$ cat config.mk
export PLATFORM = sky130hd
export DESIGN_NAME = alu_op_sequencer
export DESIGN_NICKNAME = d
export VERILOG_FILES = /design/src/rtl/alu_seq_pkg.sv /design/src/rtl/btn_sync_edge.sv /design/src/rtl/alu_op_sequencer.sv
export SDC_FILE = /design/constraint.sdc
export NUM_CORES = 1
export LEC_CHECK = 0
export ABC_AREA = 1
export CORE_MARGIN = 10
export CORE_UTILIZATION = 45
export DETAILED_ROUTE_END_ITERATION = 8
export PLACE_DENSITY_LB_ADDON = 0.2
export RECOVER_POWER = 50
export SYNTH_ARGS = -nofsm -noshare
export SYNTH_HDL_FRONTEND = slang
export SYNTH_SLANG_ARGS = --single-unit
$ cat constraint.sdc
create_clock -name clk -period 1.6 [get_ports clk]
set_input_delay 0.24 -clock clk [delete_from_list [all_inputs] [get_ports clk]]
set_output_delay 0.24 -clock clk [all_outputs]
set_load 0.01 [all_outputs]
$ cat src/rtl/alu_seq_pkg.sv
// Shared types and widths for the ALU operand sequencer.
// The state encoding is shown on the board display, so its values are fixed.
package alu_seq_pkg;

    localparam int DATA_W  = 8;
    localparam int OP_W    = 3;
    localparam int SHIFT_W = 4;
    localparam int CNT_W   = 4;

    localparam int FLAG_ZERO  = 0;
    localparam int FLAG_CARRY = 1;
    localparam int FLAG_OVF   = 2;

    typedef enum logic [1:0] {
        ST_IDLE  = 2'd0,
        ST_GOT_A = 2'd1,
        ST_EXEC  = 2'd2,
        ST_SHOW  = 2'd3
    } seq_state_t;

    function automatic logic [2:0] pack_flags(input logic zero, input logic carry, input logic ovf);
        logic [2:0] f;
        f             = '0;
        f[FLAG_ZERO]  = zero;
        f[FLAG_CARRY] = carry;
        f[FLAG_OVF]   = ovf;
        return f;
    endfunction

endpackage

$ cat src/rtl/btn_sync_edge.sv
// Two-flop synchronizer plus rising-edge detector for a raw board button.
// A held button produces exactly one single-cycle pulse.
module btn_sync_edge (
    input  logic clk,
    input  logic rst,
    input  logic async_in,
    output logic pulse_out
);

    logic r_sync1;
    logic r_sync2;
    logic r_prev;

    always_ff @(posedge clk or posedge rst) begin
        if (rst) begin
            r_sync1 <= 1'b0;
            r_sync2 <= 1'b0;
            r_prev  <= 1'b0;
        end else begin
            r_sync1 <= async_in;
            r_sync2 <= r_sync1;
            r_prev  <= r_sync2;
        end
    end

    assign pulse_out = r_sync2 & ~r_prev;

endmodule

$ cat src/rtl/alu_op_sequencer.sv
// Loads ALU operands from the switch bus one button press at a time, waits for
// the ALU to settle, then captures the result and flags into holding registers.
module alu_op_sequencer
    import alu_seq_pkg::*;
#(
    parameter int unsigned WAIT_CYCLES = 1
) (
    input  logic               clk,
    input  logic               rst,
    input  logic               btn_load,
    input  logic               clear,
    input  logic [DATA_W-1:0]  data_in,
    input  logic [OP_W-1:0]    op_in,
    input  logic [SHIFT_W-1:0] shift_in,
    input  logic [DATA_W-1:0]  alu_y,
    input  logic               alu_zero,
    input  logic               alu_carry,
    input  logic               alu_overflow,
    output logic [DATA_W-1:0]  alu_a,
    output logic [DATA_W-1:0]  alu_b,
    output logic [OP_W-1:0]    alu_s,
    output logic [SHIFT_W-1:0] alu_shift,
    output logic [DATA_W-1:0]  result,
    output logic [2:0]         flags,
    output logic [1:0]         state_o,
    output logic               busy,
    output logic               done
);

    logic w_press;

    seq_state_t         r_state;
    logic [DATA_W-1:0]  r_alu_a;
    logic [DATA_W-1:0]  r_alu_b;
    logic [OP_W-1:0]    r_alu_s;
    logic [SHIFT_W-1:0] r_alu_shift;
    logic [CNT_W-1:0]   r_cnt;
    logic [DATA_W-1:0]  r_result;
    logic [2:0]         r_flags;
    logic               r_done;

    btn_sync_edge u_load_btn (
        .clk       (clk),
        .rst       (rst),
        .async_in  (btn_load),
        .pulse_out (w_press)
    );

    // clear outranks both a press and the EXEC capture; result/flags survive it
    always_ff @(posedge clk or posedge rst) begin
        if (rst) begin
            r_state     <= ST_IDLE;
            r_alu_a     <= '0;
            r_alu_b     <= '0;
            r_alu_s     <= '0;
            r_alu_shift <= '0;
            r_cnt       <= '0;
            r_result    <= '0;
            r_flags     <= '0;
            r_done      <= 1'b0;
        end else if (clear) begin
            r_state     <= ST_IDLE;
            r_alu_a     <= '0;
            r_alu_b     <= '0;
            r_alu_s     <= '0;
            r_alu_shift <= '0;
            r_cnt       <= '0;
            r_done      <= 1'b0;
        end else begin
            r_done <= 1'b0;
            case (r_state)
                ST_IDLE, ST_SHOW: begin
                    if (w_press) begin
                        r_alu_a <= data_in;
                        r_state <= ST_GOT_A;
                    end
                end
                ST_GOT_A: begin
                    if (w_press) begin
                        r_alu_b     <= data_in;
                        r_alu_s     <= op_in;
                        r_alu_shift <= shift_in;
                        r_cnt       <= CNT_W'(WAIT_CYCLES);
                        r_state     <= ST_EXEC;
                    end
                end
                ST_EXEC: begin
                    r_cnt <= r_cnt - 1'b1;
                    if (r_cnt == CNT_W'(1)) begin
                        r_result <= alu_y;
                        r_flags  <= pack_flags(alu_zero, alu_carry, alu_overflow);
                        r_done   <= 1'b1;
                        r_state  <= ST_SHOW;
                    end
                end
                default: r_state <= ST_IDLE;
            endcase
        end
    end

    assign alu_a     = r_alu_a;
    assign alu_b     = r_alu_b;
    assign alu_s     = r_alu_s;
    assign alu_shift = r_alu_shift;
    assign result    = r_result;
    assign flags     = r_flags;
    assign state_o   = r_state;
    assign busy      = (r_state == ST_EXEC);
    assign done      = r_done;

endmodule

**After elaboration in Yosys (flattened, before gate mapping)**

Cells that the tools add are included.
Widths: inputs -> output; s select.

- Register bits after elaboration: 44
- Bits in latches: 0
- RAM bits: 0
- Bits in read-only memories: 0
- Input port bits: 30
- Output and inout port bits: 38
- Logic and storage cells: 56
- Memories: 0

- Add/sub/neg operators: 1
- Multiply operators: 0
- Divide/modulo/power cells: 0
- Magnitude comparators: 0
- Equal/unequal tests: 7
- Shifts and indexed selects: 0
- Mux-type cells: 22
- Bitwise logic cells: 3
- Reductions and logical operators: 11

Operators by type and width:

| operator | number |
|---|---|
| $mux 8 | 5 |
| $mux 4 | 5 |
| $mux 3 | 3 |
| $ne 3x2->1 const B | 3 |
| $mux 2 | 4 |
| $pmux 4 s2 | 1 |
| $pmux 2 s3 | 1 |
| $reduce_and 2->1 | 3 |
| $reduce_and 3->1 | 2 |
| $reduce_bool 2->1 | 3 |
| $eq 2x2->1 const B | 2 |
| $eq 4x1->1 const B | 1 |
| $sub 4x1->4 const B | 1 |
| $mux 1 | 3 |
| $reduce_bool 3->1 | 1 |
| $eq 2x1->1 const B | 1 |
| $logic_not 2->1 | 1 |
| $not 1->1 | 2 |
| $reduce_or 2->1 | 1 |
| $and 1x1->1 | 1 |

**Depth between registers and ports, before layout**

Gate-level depths: netlist of the first run.

- Depth in word-level cells: 5
- Depth in mapped cells: 9
- Mapped depth without buffers: 9

**Modules after synthesis**

Synthesis of the first run repeated with hierarchy kept, for this count alone.

- Cell total of the unflattened synthesis: 202
- Area, all modules: 1870.5 um^2

By module, submodules not included:

| module | times used | cells an instance | area an instance (um^2) | seq. area each (um^2) |
|---|---|---|---|---|
| alu_op_sequencer | 1 | 196 | 1781.7 | 1026.0 |
| btn_sync_edge | 1 | 6 | 88.8 | 75.1 |

**Least setup slack after synthesis of the first run**

Ideal clock, no wire load.

- Path kind: register -> register
- From: reg r_state[0], in the netlist state_o[0]
- To: reg r_flags[0], in the netlist flags[0]
- Library setup time: 116 ps
- Arrival time: 1290 ps
- Required time: 1484 ps
- Path slack: 194 ps
- Cell stages (with the launch flop): 9
- Path buffers: 1
- Period minus slack after synthesis: 1406 ps
- Cell sequence: dfrtp_1 -> inv_1 -> ha_1 -> inv_2 -> nor2_2 -> nand3_2 -> buf_2 -> nand2_1 -> nand2_1

- Word-level cells in the longest chain between the ends: 2

Ends and longest elaborated chain:

| what | line | text |
|---|---|---|
| from (decl) | alu_op_sequencer.sv:32 | `seq_state_t r_state;` |
| from (signal assigned) | alu_op_sequencer.sv:52 | `r_state <= ST_IDLE;` |
| from (signal assigned) | alu_op_sequencer.sv:62 | `r_state <= ST_IDLE;` |
| from (signal assigned) | alu_op_sequencer.sv:75 | `r_state <= ST_GOT_A;` |
| $eq 2x2->1 | n/a |  |
| net busy | alu_op_sequencer.sv:26 | `output logic busy,` |
| $reduce_and 3->1 (no source line) | n/a |  |
| to (signal assigned) | alu_op_sequencer.sv:91 | `r_flags <= pack_flags(alu_zero, alu_carry, alu_overflow);` |
| to (decl) | alu_op_sequencer.sv:39 | `logic [2:0] r_flags;` |

The timed path passes the listed nets, and every way through them passes these cells.
A chain may end at the register's enable or synchronous reset.

**Worst setup path after layout of the first run**

- From: reg r_state[0], in the netlist state_o[0]
- To: out state_o[0]

RTL lines:

| what | line | text |
|---|---|---|
| to (decl) | alu_op_sequencer.sv:25 | `output logic [1:0] state_o,` |

No word-level cell between the ends.

==> impl_metrics.tcl, run 1 <==
set metrics [dict create \
    die_w_um 86.01 \
    yosysSeqAreaShare_pct 56.16 \
    crit_path_max_fanout 4 \
    p_per_area_mw_per_mm2 1297 \
    ys_top_cells_by_area "dfrtp_1 56%, nand2_1 11%, inv_1 7.8%, o21ai_1 3.8%, o21ai_0 3.3%" \
    clk_pin_slew_worst_paths_ns 0.08 \
    start_util_pct 47.64 \
    yosysTopAreaCell "dfrtp_1" \
    pin_count 68 \
    dr.pass1.iters 4 \
    rows 23 \
    post_cts_buffers 0 \
    grt_usage_pct 12.48 \
    ys_ff_latch 44 \
    seq_area_mm2 0.001101 \
    totalWireLength_um 4495 \
    start_kind "flip-flop" \
    hold_viol_final 0 \
    numCtsBuffers 5 \
    max_freq_ghz 0.6476 \
    htreeDepth 2 \
    clock_latency_ns 0.28 \
    dr_total_vias 1584 \
    routed_via_density 4.552 \
    drive_gt1_share_pct 7.718 \
    avgSynthCellArea_um2 8.675 \
    final_cells 348 \
    die_area_mm2 0.007397 \
    fin_nets 333 \
    finClkSkew_ns 0.004541 \
    end_kind "primary output" \
    setup_violations 0 \
    port_buffers 67 \
    place_area_mm2 0.002704 \
    p_leak_uw 0.001345 \
    synth_area_mm2 0.001961 \
    dp.final_hpwl_um 3432 \
    layout_common_cells "60 x clkdlybuf4s50_1, 59 x nand2_1, 44 x dfrtp_1, 40 x inv_1, 18 x o21ai_0" \
    clock-root-buffer "clkbuf_8" \
    antenna_found_initial 0 \
    slew-limit-headroom_pct 29.20 \
    fillers 350 \
    yosysWarningCount 0 \
    grt_pass1_wl_um 7583 \
    finalWorstPathRequiredPeriod_ns 1.544 \
    worstMarginPinSlew_ns 1.062 \
    critPathArrivalTime_ns 1.30 \
    multi_input_area_um2 633.1 \
    place_inst 341 \
    ys_types 23 \
    synth_top_area_share_pct 56.16 \
    synth_nets 261 \
    crit_required_ns 1.36 \
    hold_path.class "flip-flop to flip-flop" \
    grt-ovfl-total 0 \
    rsz0062_at_grt "false" \
    clock-sinks 44 \
    grt_pass1_vias 1645 \
    design_area_mm2 0.002764 \
    drtIter0Drc 69 \
    n_antenna_cell 0 \
    syn_to_final_growth_pct 40.97 \
    drv_slew 0 \
    cts_buffer_depth 2 \
    outcome "finished, final reports clean" \
    syn_inst 226 \
    postRouteAntennaNets 0 \
    tritoncts "built" \
    criticalPathCategory "flip-flop to primary output" \
    place.gp.congestion 0.7541 \
    core_mm2 0.004115 \
    wl_per_cell_um 12.92 \
    mostFrequentLayoutCell "clkdlybuf4s50_1" \
    post-route-period-util_pct 96.51 \
    fin_tns_setup_ns 0 \
    r2r_slack_ns 0.17 \
    maxCapViolCount 0 \
    grt_start_max_net_pins 45 \
    drc 0 \
    die-height_um 86.01 \
    peakVddDrop_v 0.0005544 \
]
## critical path, cell delays in order (launching register included)
cell             delay (ns)
dfrtp_1                0.36
buf_4                  0.13
clkdlybuf4s50_1        0.53
## state kept, by name (all words and copies together) (netlist names)
register	cells
state_o	2
u_load_btn.r_sync2	1
u_load_btn.r_sync1	1
alu_b	8
r_cnt	4
u_load_btn.r_prev	1
alu_a	8
done	1
alu_shift	4
alu_s	3
result	8
flags	3
## cell usage after synthesis, drive strengths merged
cell    instances
a21oi           1
buf             8
dfrtp          44
ha              5
inv            44
nand2          62
nand3          12
nand3b          1
nand4           2
nor2           13
nor3            2
o21ai          30
or2             2
## per-layer routing
metal | track usage [%] | vias to the layer above | share of wire, %
met5 | 0 | - | 0
li1 | - | 830 | -
met4 | 3.593 | 0 | 0.85
met1 | 14.09 | 693 | 45
met3 | 7.096 | 4 | 12
met2 | 19.61 | 57 | 42
## path summary, 6_finish.rpt
| kind | cells after the start | startpoint | end |
|---|---|---|---|
| worst min register to register | 0 | u_load_btn.r_sync1 | u_load_btn.r_sync2 |
| worst max register to register | 8 | state_o[0] | state_o[1] |
| max in group asynchronous | 3 | rst | alu_s[2] |
| min in group asynchronous | 3 | rst | done |
| worst min-delay path | 0 | u_load_btn.r_sync1 | u_load_btn.r_sync2 |
| worst max-delay path | 2 | state_o[0] | state_o[0] |
## through the flow
step           hold slack (ns)  worst slack (ns)  utilization (%)  total power, uW
2_1_floorplan           0.2714            0.1938                -             2287
3_3_place_gp            0.3317            0.1172            65.70             2979
3_5_place_dp            0.3364            0.1032            65.70             3021
4_1_cts                 0.3182           0.03883            67.56             3666
5_1_grt                 0.3680           0.01748            67.16             3868
6_report                0.3506           0.05578            67.16             3585
## power by group
group	switching [uW]	internal [uW]	leakage, uW	total, uW
clock network	346	297	0.0000410	644
logic	690	717	0.000735	1410
registers	152	1380	0.000569	1530
## cells by family after synthesis
kind of cell               count (synthesis)  share of synthesized area [%]
and+or+nand+nor                           94                          20.49
buffers and inverters                     52                          11.49
DFF                                       44                          56.16
AOI/OAI and AO/OA                         31                          8.679
adders and majority gates                  5                          3.191
## repair_timing
item / CTS / global route
pin swaps: 0 / 0
hold endpoints to repair: 0 / 0
setup endpoints to repair: 1 / 3
hold buffers: 0 / 0
resized for setup: 1 / 1
## final cells by class
| type | count | area share (%) |
|---|---|---|
| flip-flops and latches | 44 | 39.84 |
| well taps | 50 | 2.263 |
| repair buffers | 73 | 26.21 |
| multi-input cells | 130 | 22.91 |
| clock buffers | 6 | 2.626 |
| clock inverters | 1 | 0.1811 |
| inverters | 44 | 5.976 |
(Power assumes the default switching activity.)
==> inputs of run 2 (changes only) <==
PLACE_DENSITY_LB_ADDON = 0.3   (was 0.2)
==> run 2 against run 1 <==
Net effect: count of clock-buffer cells in the layout unchanged; register-to-register slack got worse by 0.05 ns; sequential share of layout area decreased by 0.57 points.
==> impl_metrics.tcl, run 2 (synthesized netlist as in run 1, its figures left out) <==
set metrics [dict create \
    numCtsBuffers 5 \
    totalPowerFinal_uw 3782 \
    hold_viol_final 0 \
    start_kind "flip-flop" \
    totalWireLength_um 4494 \
    mostFrequentLayoutCell "clkdlybuf4s50_1" \
    htreeDepth 2 \
    p_per_area_mw_per_mm2 1349 \
    drive_gt1_share_pct 8.000 \
    grt_usage_pct 12.53 \
    setup_slack_ns 0.1237 \
    max_freq_ghz 0.6774 \
    peakVddDrop_v 0.0006605 \
    clock_latency_ns 0.30 \
    critPathArrivalTime_ns 1.66 \
    tritoncts "built" \
    finalWorstPathRequiredPeriod_ns 1.476 \
    drv_slew 0 \
    drc 0 \
    hold_path.class "primary input to asynchronous set/reset pin" \
    holdWs_ns 0.3244 \
    dr.pass1.iters 4 \
    clk_pin_slew_worst_paths_ns 0.08 \
    port_buffers 67 \
    place.gp.congestion 0.7762 \
    worstMarginPinSlew_ns 0.6042 \
    grt_pass1_vias 1656 \
    start_util_pct 47.64 \
    clock-root-buffer "clkbuf_8" \
    path_cells "buf_4, ha_1, inv_1, nor2_1, nand2_1, nand3_1, nand2_1, o21ai_1" \
    criticalPathCategory "flip-flop to flip-flop" \
    seq_area_mm2 0.001101 \
    grt_start_max_net_pins 31 \
    finClkSkew_ns 0.007289 \
    grt-ovfl-total 0 \
    dp_slack_ns 0.08177 \
    worstRegToRegCells 8 \
    dp.final_hpwl_um 3509 \
    slowest_stage "dfrtp_1" \
    slew-limit-headroom_pct 59.72 \
    routed_via_density 4.691 \
    ctsHoldBuffers 0 \
    cpPeakStageDelay_ns 0.39 \
    cts_buffer_depth 2 \
    crit_required_ns 1.78 \
    maxCapViolCount 0 \
    crit_path_max_fanout 5 \
    place_area_mm2 0.002711 \
    die_w_um 86.01 \
    fin_nets 334 \
    p_leak_uw 0.001361 \
    drtIter0Drc 42 \
    end_kind "flip-flop" \
    outcome "finished, final reports clean" \
    n_antenna_cell 0 \
    fillers 351 \
    wl_per_cell_um 12.84 \
    die-height_um 86.01 \
    fin_tns_setup_ns 0 \
    postRouteAntennaNets 0 \
    rows 23 \
    design_area_mm2 0.002804 \
    layout_common_cells "63 x clkdlybuf4s50_1, 60 x nand2_1, 44 x dfrtp_1, 40 x inv_1, 15 x o21ai_1" \
    clock-sinks 44 \
    syn_to_final_growth_pct 43.01 \
    core_mm2 0.004115 \
    post-route-period-util_pct 92.27 \
    antenna_found_initial 0 \
    die_area_mm2 0.007397 \
    dr_total_vias 1642 \
    critPathMostFrequentCell "nand2_1" \
    multi_input_area_um2 634.4 \
    pin_count 68 \
    grt_pass1_wl_um 7562 \
    setup_violations 0 \
]
==> run 2: cell count changes in the layout (fill, tap and decap cells not counted), sizes merged <==
cell / delta
bufinv: +1
clkbuf: +1
dlygate4sd3: -4
clkdlybuf4s50: +3
dlymetal6s2s: +1
==> run 2: through the flow <==
stage | util (%) | std cells
finish | 68.14 | 350
global route | 68.14 | 350
CTS | 68.47 | 350
detailed placement | 65.89 | 342
global placement | 65.89 | 342
floorplan | - | 226
==> run 2: area by class of cell <==
| type | count | area share (%) |
|---|---|---|
| Timing Repair Buffer | 74 | 26.06 |
| Clock inverter | 2 | 1.249 |
| Inverter | 44 | 5.979 |
| Tap cell | 50 | 2.231 |
| Sequential cell | 44 | 39.27 |
| Multi-Input combinational cell | 130 | 22.62 |
| Clock buffer | 6 | 2.588 |
==> run 2: timing repair <==
item / CTS / global route
gates resized for setup: 1 / 2
setup endpoints to repair: 1 / 3
buffers inserted: 0 / 0
==> run 2: worst max-delay path: cells and delay by family (launching register included) <==
kind	cells	cell delay (ns)
flops	1	0.39
fa+ha+maj	1	0.19
simple gates	4	0.46
buf+inv	2	0.26
compound gates	1	0.06
==> run 2: report_power, final <==
| part | leakage (uW) | internal (uW) | switching [uW] | total, uW |
|---|---|---|---|---|
| clock | 0.0000552 | 463 | 363 | 826 |
| sequential | 0.000569 | 1380 | 163 | 1550 |
| combinational | 0.000737 | 726 | 684 | 1410 |
| total | 0.00136 | 2570 | 1210 | 3780 |
==> run 2: worst paths after layout <==
check | startpoint | end | slack (ns)
hold / removal | rst | result[1] | 0.32
hold reg to reg | u_load_btn.r_sync1 | u_load_btn.r_sync2 | 0.36
min in group clk | u_load_btn.r_sync1 | u_load_btn.r_sync2 | 0.36
max in group asynchronous | rst | alu_a[0] | 0.39
setup / recovery | state_o[0] | state_o[0] | 0.12
setup reg to reg | state_o[0] | state_o[0] | 0.12
==> run 2: per-layer routing <==
layer / routed length (um) / up-vias / GRT usage [%]
met4: 58 / 0 / 5.389
met1: 1951 / 744 / 13.74
met3: 595 / 7 / 7.852
met5: 0 / - / 0
li1: - / 835 / -
met2: 1888 / 56 / 18.86
==> inputs of run 3 (changes only) <==
ABC_AREA = unset   (was 1)
==> run 3 against run 2 <==
Net effect: the run now ends with negative setup slack left; register-to-register slack worse by 0.24 ns; hold slack better by 0.045 ns; design area is 6.8% higher; clock skew is 0.0013 ns higher; count of clock-buffer cells in the layout is 1 lower; highest routed layer unchanged.
==> impl_metrics.tcl, run 3 <==
set metrics [dict create \
    worstMarginPinSlew_ns 1.081 \
    drtIter0Drc 133 \
    rsz0062_at_grt "true" \
    grt_usage_pct 15.88 \
    p_leak_uw 0.001423 \
    r2r_end "result[1]" \
    htreeDepth 2 \
    violations "negative setup slack" \
    clock-sinks 44 \
    rows 23 \
    place_area_mm2 0.002803 \
    peakVddDrop_v 0.0007356 \
    avgSynthCellArea_um2 13.36 \
    seq_area_mm2 0.001101 \
    start_kind "flip-flop" \
    use_met1_pct 15.35 \
    grt_start_max_net_pins 25 \
    top_usage_layer "met2" \
    finClkSkew_ns 0.008585 \
    grt_pass1_vias 1769 \
    setup_violations 11 \
    wl_per_cell_um 20.48 \
    r2r_slack_ns -0.12 \
    ctsHoldBuffers 0 \
    yosysWarningCount 0 \
    die_area_mm2 0.007369 \
    drive_gt1_share_pct 28.99 \
    fin_nets 272 \
    die-height_um 85.84 \
    pin_count 68 \
    setup_slack_ns -0.1202 \
    use_met3_pct 6.055 \
    place.gp.congestion 0.8280 \
    dp.final_hpwl_um 4073 \
    critPathArrivalTime_ns 1.92 \
    ys_types 31 \
    multi_input_area_um2 850.8 \
    syn_inst 146 \
    grt_use_met2_pct 29.43 \
    synthXorXnorAreaFrac_pct 0 \
    die_w_um 85.84 \
    fillers 273 \
    hold_viol_final 0 \
    drv_slew 0 \
    core_mm2 0.004086 \
    p_per_area_mw_per_mm2 1354 \
    antenna_found_initial 0 \
    dr_total_vias 1540 \
    routed_via_density 5.347 \
    ys_top_cells_by_area "dfrtp_1 56%, mux2_2 10%, mux2_4 6.9%, ha_1 3.2%, nor3b_1 3.1%" \
    maxCapViolCount 0 \
    synth_enable_flop_cells 0 \
    dp_slack_ns -0.2026 \
    r2r-start "r_cnt[1]" \
    crit_required_ns 1.80 \
    synth_top_area_share_pct 56.45 \
    grt-ovfl-total 0 \
    synth_nets 181 \
    port_buffers 67 \
    clock_latency_ns 0.31 \
    holdPathEnd "u_load_btn.r_sync2" \
    mostFrequentLayoutCell "clkdlybuf4s50_1" \
    start_util_pct 47.73 \
    synth_fa_ha_area_share_pct 3.207 \
    clk_pin_slew_worst_paths_ns 0.09 \
    post-route-period-util_pct 107.5 \
    n_antenna_cell 0 \
    postRouteAntennaNets 0 \
    tritoncts "built" \
    synthSimpleGateAreaFrac_pct 10.33 \
    synthMuxAreaShare_pct 17.32 \
    syn_to_final_growth_pct 53.56 \
    hp-start "u_load_btn.r_sync1" \
    numCtsBuffers 5 \
    yosysSeqAreaShare_pct 56.45 \
    finalWorstPathRequiredPeriod_ns 1.720 \
    synth_top_family_by_area "multiplexers" \
    synth_flop_cell "dfrtp_1" \
    criticalPathCategory "flip-flop to flip-flop" \
    worstRegToRegCells 5 \
    drc 0 \
    outcome "finished with violations" \
    synthArstFlopShare_pct 100.0 \
    cts_buffer_depth 2 \
    max_freq_ghz 0.5813 \
    end_kind "flip-flop" \
    fin_tns_setup_ns -1.123 \
    grt_pass1_wl_um 9252 \
    ys_ff_latch 44 \
    totalWireLength_um 5897 \
    yosys-top-cells-count "44 x dfrtp_1, 18 x mux2_2, 9 x mux2_4, 9 x nor2b_1" \
    synth_compound_area_share_pct 9.301 \
    slew-limit-headroom_pct 27.96 \
    yosysMostFrequentCell "dfrtp_1" \
    design_area_mm2 0.002995 \
    hold_path.class "flip-flop to flip-flop" \
    clock-root-buffer "clkbuf_8" \
    min_path_cells 0 \
    yosysTopAreaCell "dfrtp_1" \
    totalPowerFinal_uw 4056 \
    synth_area_mm2 0.001951 \
    layout_common_cells "56 x clkdlybuf4s50_1, 44 x dfrtp_1, 19 x buf_4, 16 x mux2_2, 11 x mux2_4" \
    crit_path_max_fanout 6 \
    dr.pass1.iters 4 \
]
[run 3: cell count changes after synthesis, sizes merged, moves of 4 or more]
cell and delta:
clkbuf +4, a21oi +4, inv -36, nor2b +9, nor3b +8, buf -5, nor2 -12, nand3 -8
o21ai -29, a21o +7, nand2 -61, mux2 +27
[run 3: how the worst max path moves through the flow]
stage	cells past startpoint	startpoint	to	slack, ns
final	5	r_cnt[1]	result[1]	-0.12
after global routing	5	r_cnt[1]	result[1]	-0.16
after CTS	5	r_cnt[1]	flags[2]	-0.13
after global placement	5	r_cnt[1]	flags[1]	-0.1
after floorplan	6	r_cnt[1]	flags[0]	-0.13
after detailed placement	5	r_cnt[1]	result[1]	-0.20
[run 3: logic make-up after synthesis]
group	count (synthesis)
multiplexers	27
flip-flops	44
buffers and inverters	15
AO/OA/AOI/OAI	24
AND/OR/NAND/NOR	31
adder cells (fa/ha/maj)	5
[run 3: cell type report]
cell class / instances / share of cell area (%)
sequential: 44 / 36.76
clock inverter: 3 / 1.420
tap: 50 / 2.089
multi-input combinational: 88 / 28.40
inverter: 8 / 1.003
clock buffer: 5 / 2.297
timing repair buffer: 90 / 28.03
[run 3: routing by layer]
layer | share of wire (%) | vias up
li1 | - | 695
met1 | 36 | 775
met2 | 55 | 56
met3 | 6.4 | 14
met4 | 2.4 | 0
met5 | 0 | -
[run 3: report_power, final]
group / switching, uW / internal (uW) / total (uW)
clock network: 404 / 462 / 866
logic: 713 / 960 / 1670
registers: 167 / 1350 / 1520
[run 3: timing repair]
action / CTS / global route
setup buffers: 4 / 1
setup endpoints to repair: 15 / 20
pin swaps: 2 / 2
gates resized for setup: 7 / 6
cloned: 1 / 0
[run 3: worst max-delay path: stages (launching register included)]
cell     delay, ns
dfrtp_1       0.39
inv_2         0.08
ha_4          0.13
or3b_4        0.39
or2_4         0.31
mux2_4        0.32
[run 3: per-stage QoR]
stage / cells / util, % / hold slack (ns)
2_1_floorplan: 146 / - / 0.2714
3_3_place_gp: 274 / 68.59 / 0.3326
3_5_place_dp: 274 / 68.59 / 0.3534
4_1_cts: 287 / 72.57 / 0.2783
5_1_grt: 288 / 73.30 / 0.3750
6_report: 288 / 73.30 / 0.3689
==> RTL edit (config.mk and constraints of run 2) <==
Reset style: synchronous (`rst`), changed in 2 clocked blocks.
--- a/src/rtl/btn_sync_edge.sv
+++ b/src/rtl/btn_sync_edge.sv
@@ -12,5 +12,5 @@
     logic r_prev;
 
-    always_ff @(posedge clk or posedge rst) begin
+    always_ff @(posedge clk) begin
         if (rst) begin
             r_sync1 <= 1'b0;
--- a/src/rtl/alu_op_sequencer.sv
+++ b/src/rtl/alu_op_sequencer.sv
@@ -48,5 +48,5 @@
 
     // clear outranks both a press and the EXEC capture; result/flags survive it
-    always_ff @(posedge clk or posedge rst) begin
+    always_ff @(posedge clk) begin
         if (rst) begin
             r_state     <= ST_IDLE;
Check against the original RTL: differs if rst is asserted again (counterexample within 4 cycles, from zero or initial values and one cycle with rst high); with rst held inactive, the same outputs for 10 cycles.
==> RTL edit against run 2 <==
- non-clock buffer count down 1
- sequential cell count unchanged
- critical path depth down 7
- count of clock-buffer cells in the layout unchanged
- area after synthesis down 7.8%
- synthesized cell count up 5.3%
- wire length down 1.2%
- largest cell class unchanged
- cell count up 2.9%
- critical endpoint is now state_o[1]
- critical path type is now reg -> out
- design area down 5.3%
- setup slack worse by 0.055 ns
- sequential share of layout area down 6.1 points
Power is not compared: it rests on default switching activity, and its combinational part moved more than twofold at a synthesized area within 25%.
==> RTL edit: results <==
set metrics [dict create \
    dp_hpwl_mm 3.345 \
    place_inst 352 \
    power.total_uw 2208 \
    met2_usage 0.2025 \
    met1_length_mm 2.011 \
    cts_resized 3 \
    drive_gt1_frac 0.1122 \
    hold_class "reg -> reg" \
    grt_max_degree 23 \
    status "finished, final reports clean" \
    arrival_ns 1.29 \
    max_stage_delay_ns 0.58 \
    avgSynthCellArea_um2 7.597 \
    r2r_end "alu_b[3]$_SDFFE_PP0P_" \
    finalWorstSetupSlack_ns 0.06851 \
    async_reset_ff_frac 0 \
    max_slew_margin 0.7814 \
    synth_nets 272 \
    placedInstanceArea_um2 2555 \
    grt_pass1_wl_mm 7.748 \
    detail_route.iter0.violations 47 \
    instances_no_fill 360 \
    reg2reg_slack_ns 0.17 \
    startpoint "state_o[1]$_SDFFE_PP0P_" \
    wl_met3_um 409 \
    cp_top_family "buffers and inverters" \
    r2r_cells 6 \
    crit_path_end "state_o[1]" \
    synth-adder-area-share 0.02768 \
    fill_cells 319 \
    grt_util_met3 0.06250 \
    critPathMaxFanout 4 \
    synth_cell_types 20 \
    vias 1634 \
    synth_common_cells "nand2_1, dfxtp_1, nor2_1, inv_1, a21oi_1" \
]
## RTL edit: cell count changes in the layout (fill, tap and decap cells not counted), moves of 4 or more
cell | before | now
a21oi_1 | 1 | 17
a21oi_2 | 0 | 10
clkdlybuf4s50_1 | 63 | 59
dfrtp_1 | 44 | 0
dfxtp_1 | 0 | 44
dlygate4sd3_1 | 2 | 7
inv_1 | 40 | 24
nand2_1 | 60 | 77
nand2_2 | 2 | 7
nand3_1 | 10 | 4
nor2_1 | 12 | 36
o21ai_0 | 13 | 3
o21ai_1 | 15 | 0
## RTL edit: worst min-delay path: stages (launching register included)
cell and delay, ns:
dfxtp_1 0.31, inv_1 0.05, nor2_1 0.03
## RTL edit: layout make-up
class	count	area, µm²	share of cell area
Inverter	26	97.59	0.03674
Multi-Input combinational cell	161	772.0	0.2906
Clock inverter	2	38.79	0.01460
Tap cell	48	60.06	0.02261
Sequential cell	44	880.8	0.3316
Timing Repair Buffer	73	724.4	0.2727
Clock buffer	6	82.58	0.03109
## RTL edit: how the worst min path moves through the flow
stage | startpoint | depth (start not counted) | slack, ns | endpoint
2_1_floorplan | rst | 1 | 0.31 | u_load_btn.r_sync1$_SDFF_PP0_
3_3_place_gp | u_load_btn.r_sync1$_SDFF_PP0_ | 2 | 0.39 | u_load_btn.r_sync2$_SDFF_PP0_
3_5_place_dp | u_load_btn.r_sync1$_SDFF_PP0_ | 2 | 0.41 | u_load_btn.r_sync2$_SDFF_PP0_
4_1_cts | u_load_btn.r_sync1$_SDFF_PP0_ | 2 | 0.43 | u_load_btn.r_sync2$_SDFF_PP0_
5_1_grt | u_load_btn.r_sync1$_SDFF_PP0_ | 2 | 0.44 | u_load_btn.r_sync2$_SDFF_PP0_
6_report | u_load_btn.r_sync1$_SDFF_PP0_ | 2 | 0.42 | u_load_btn.r_sync2$_SDFF_PP0_
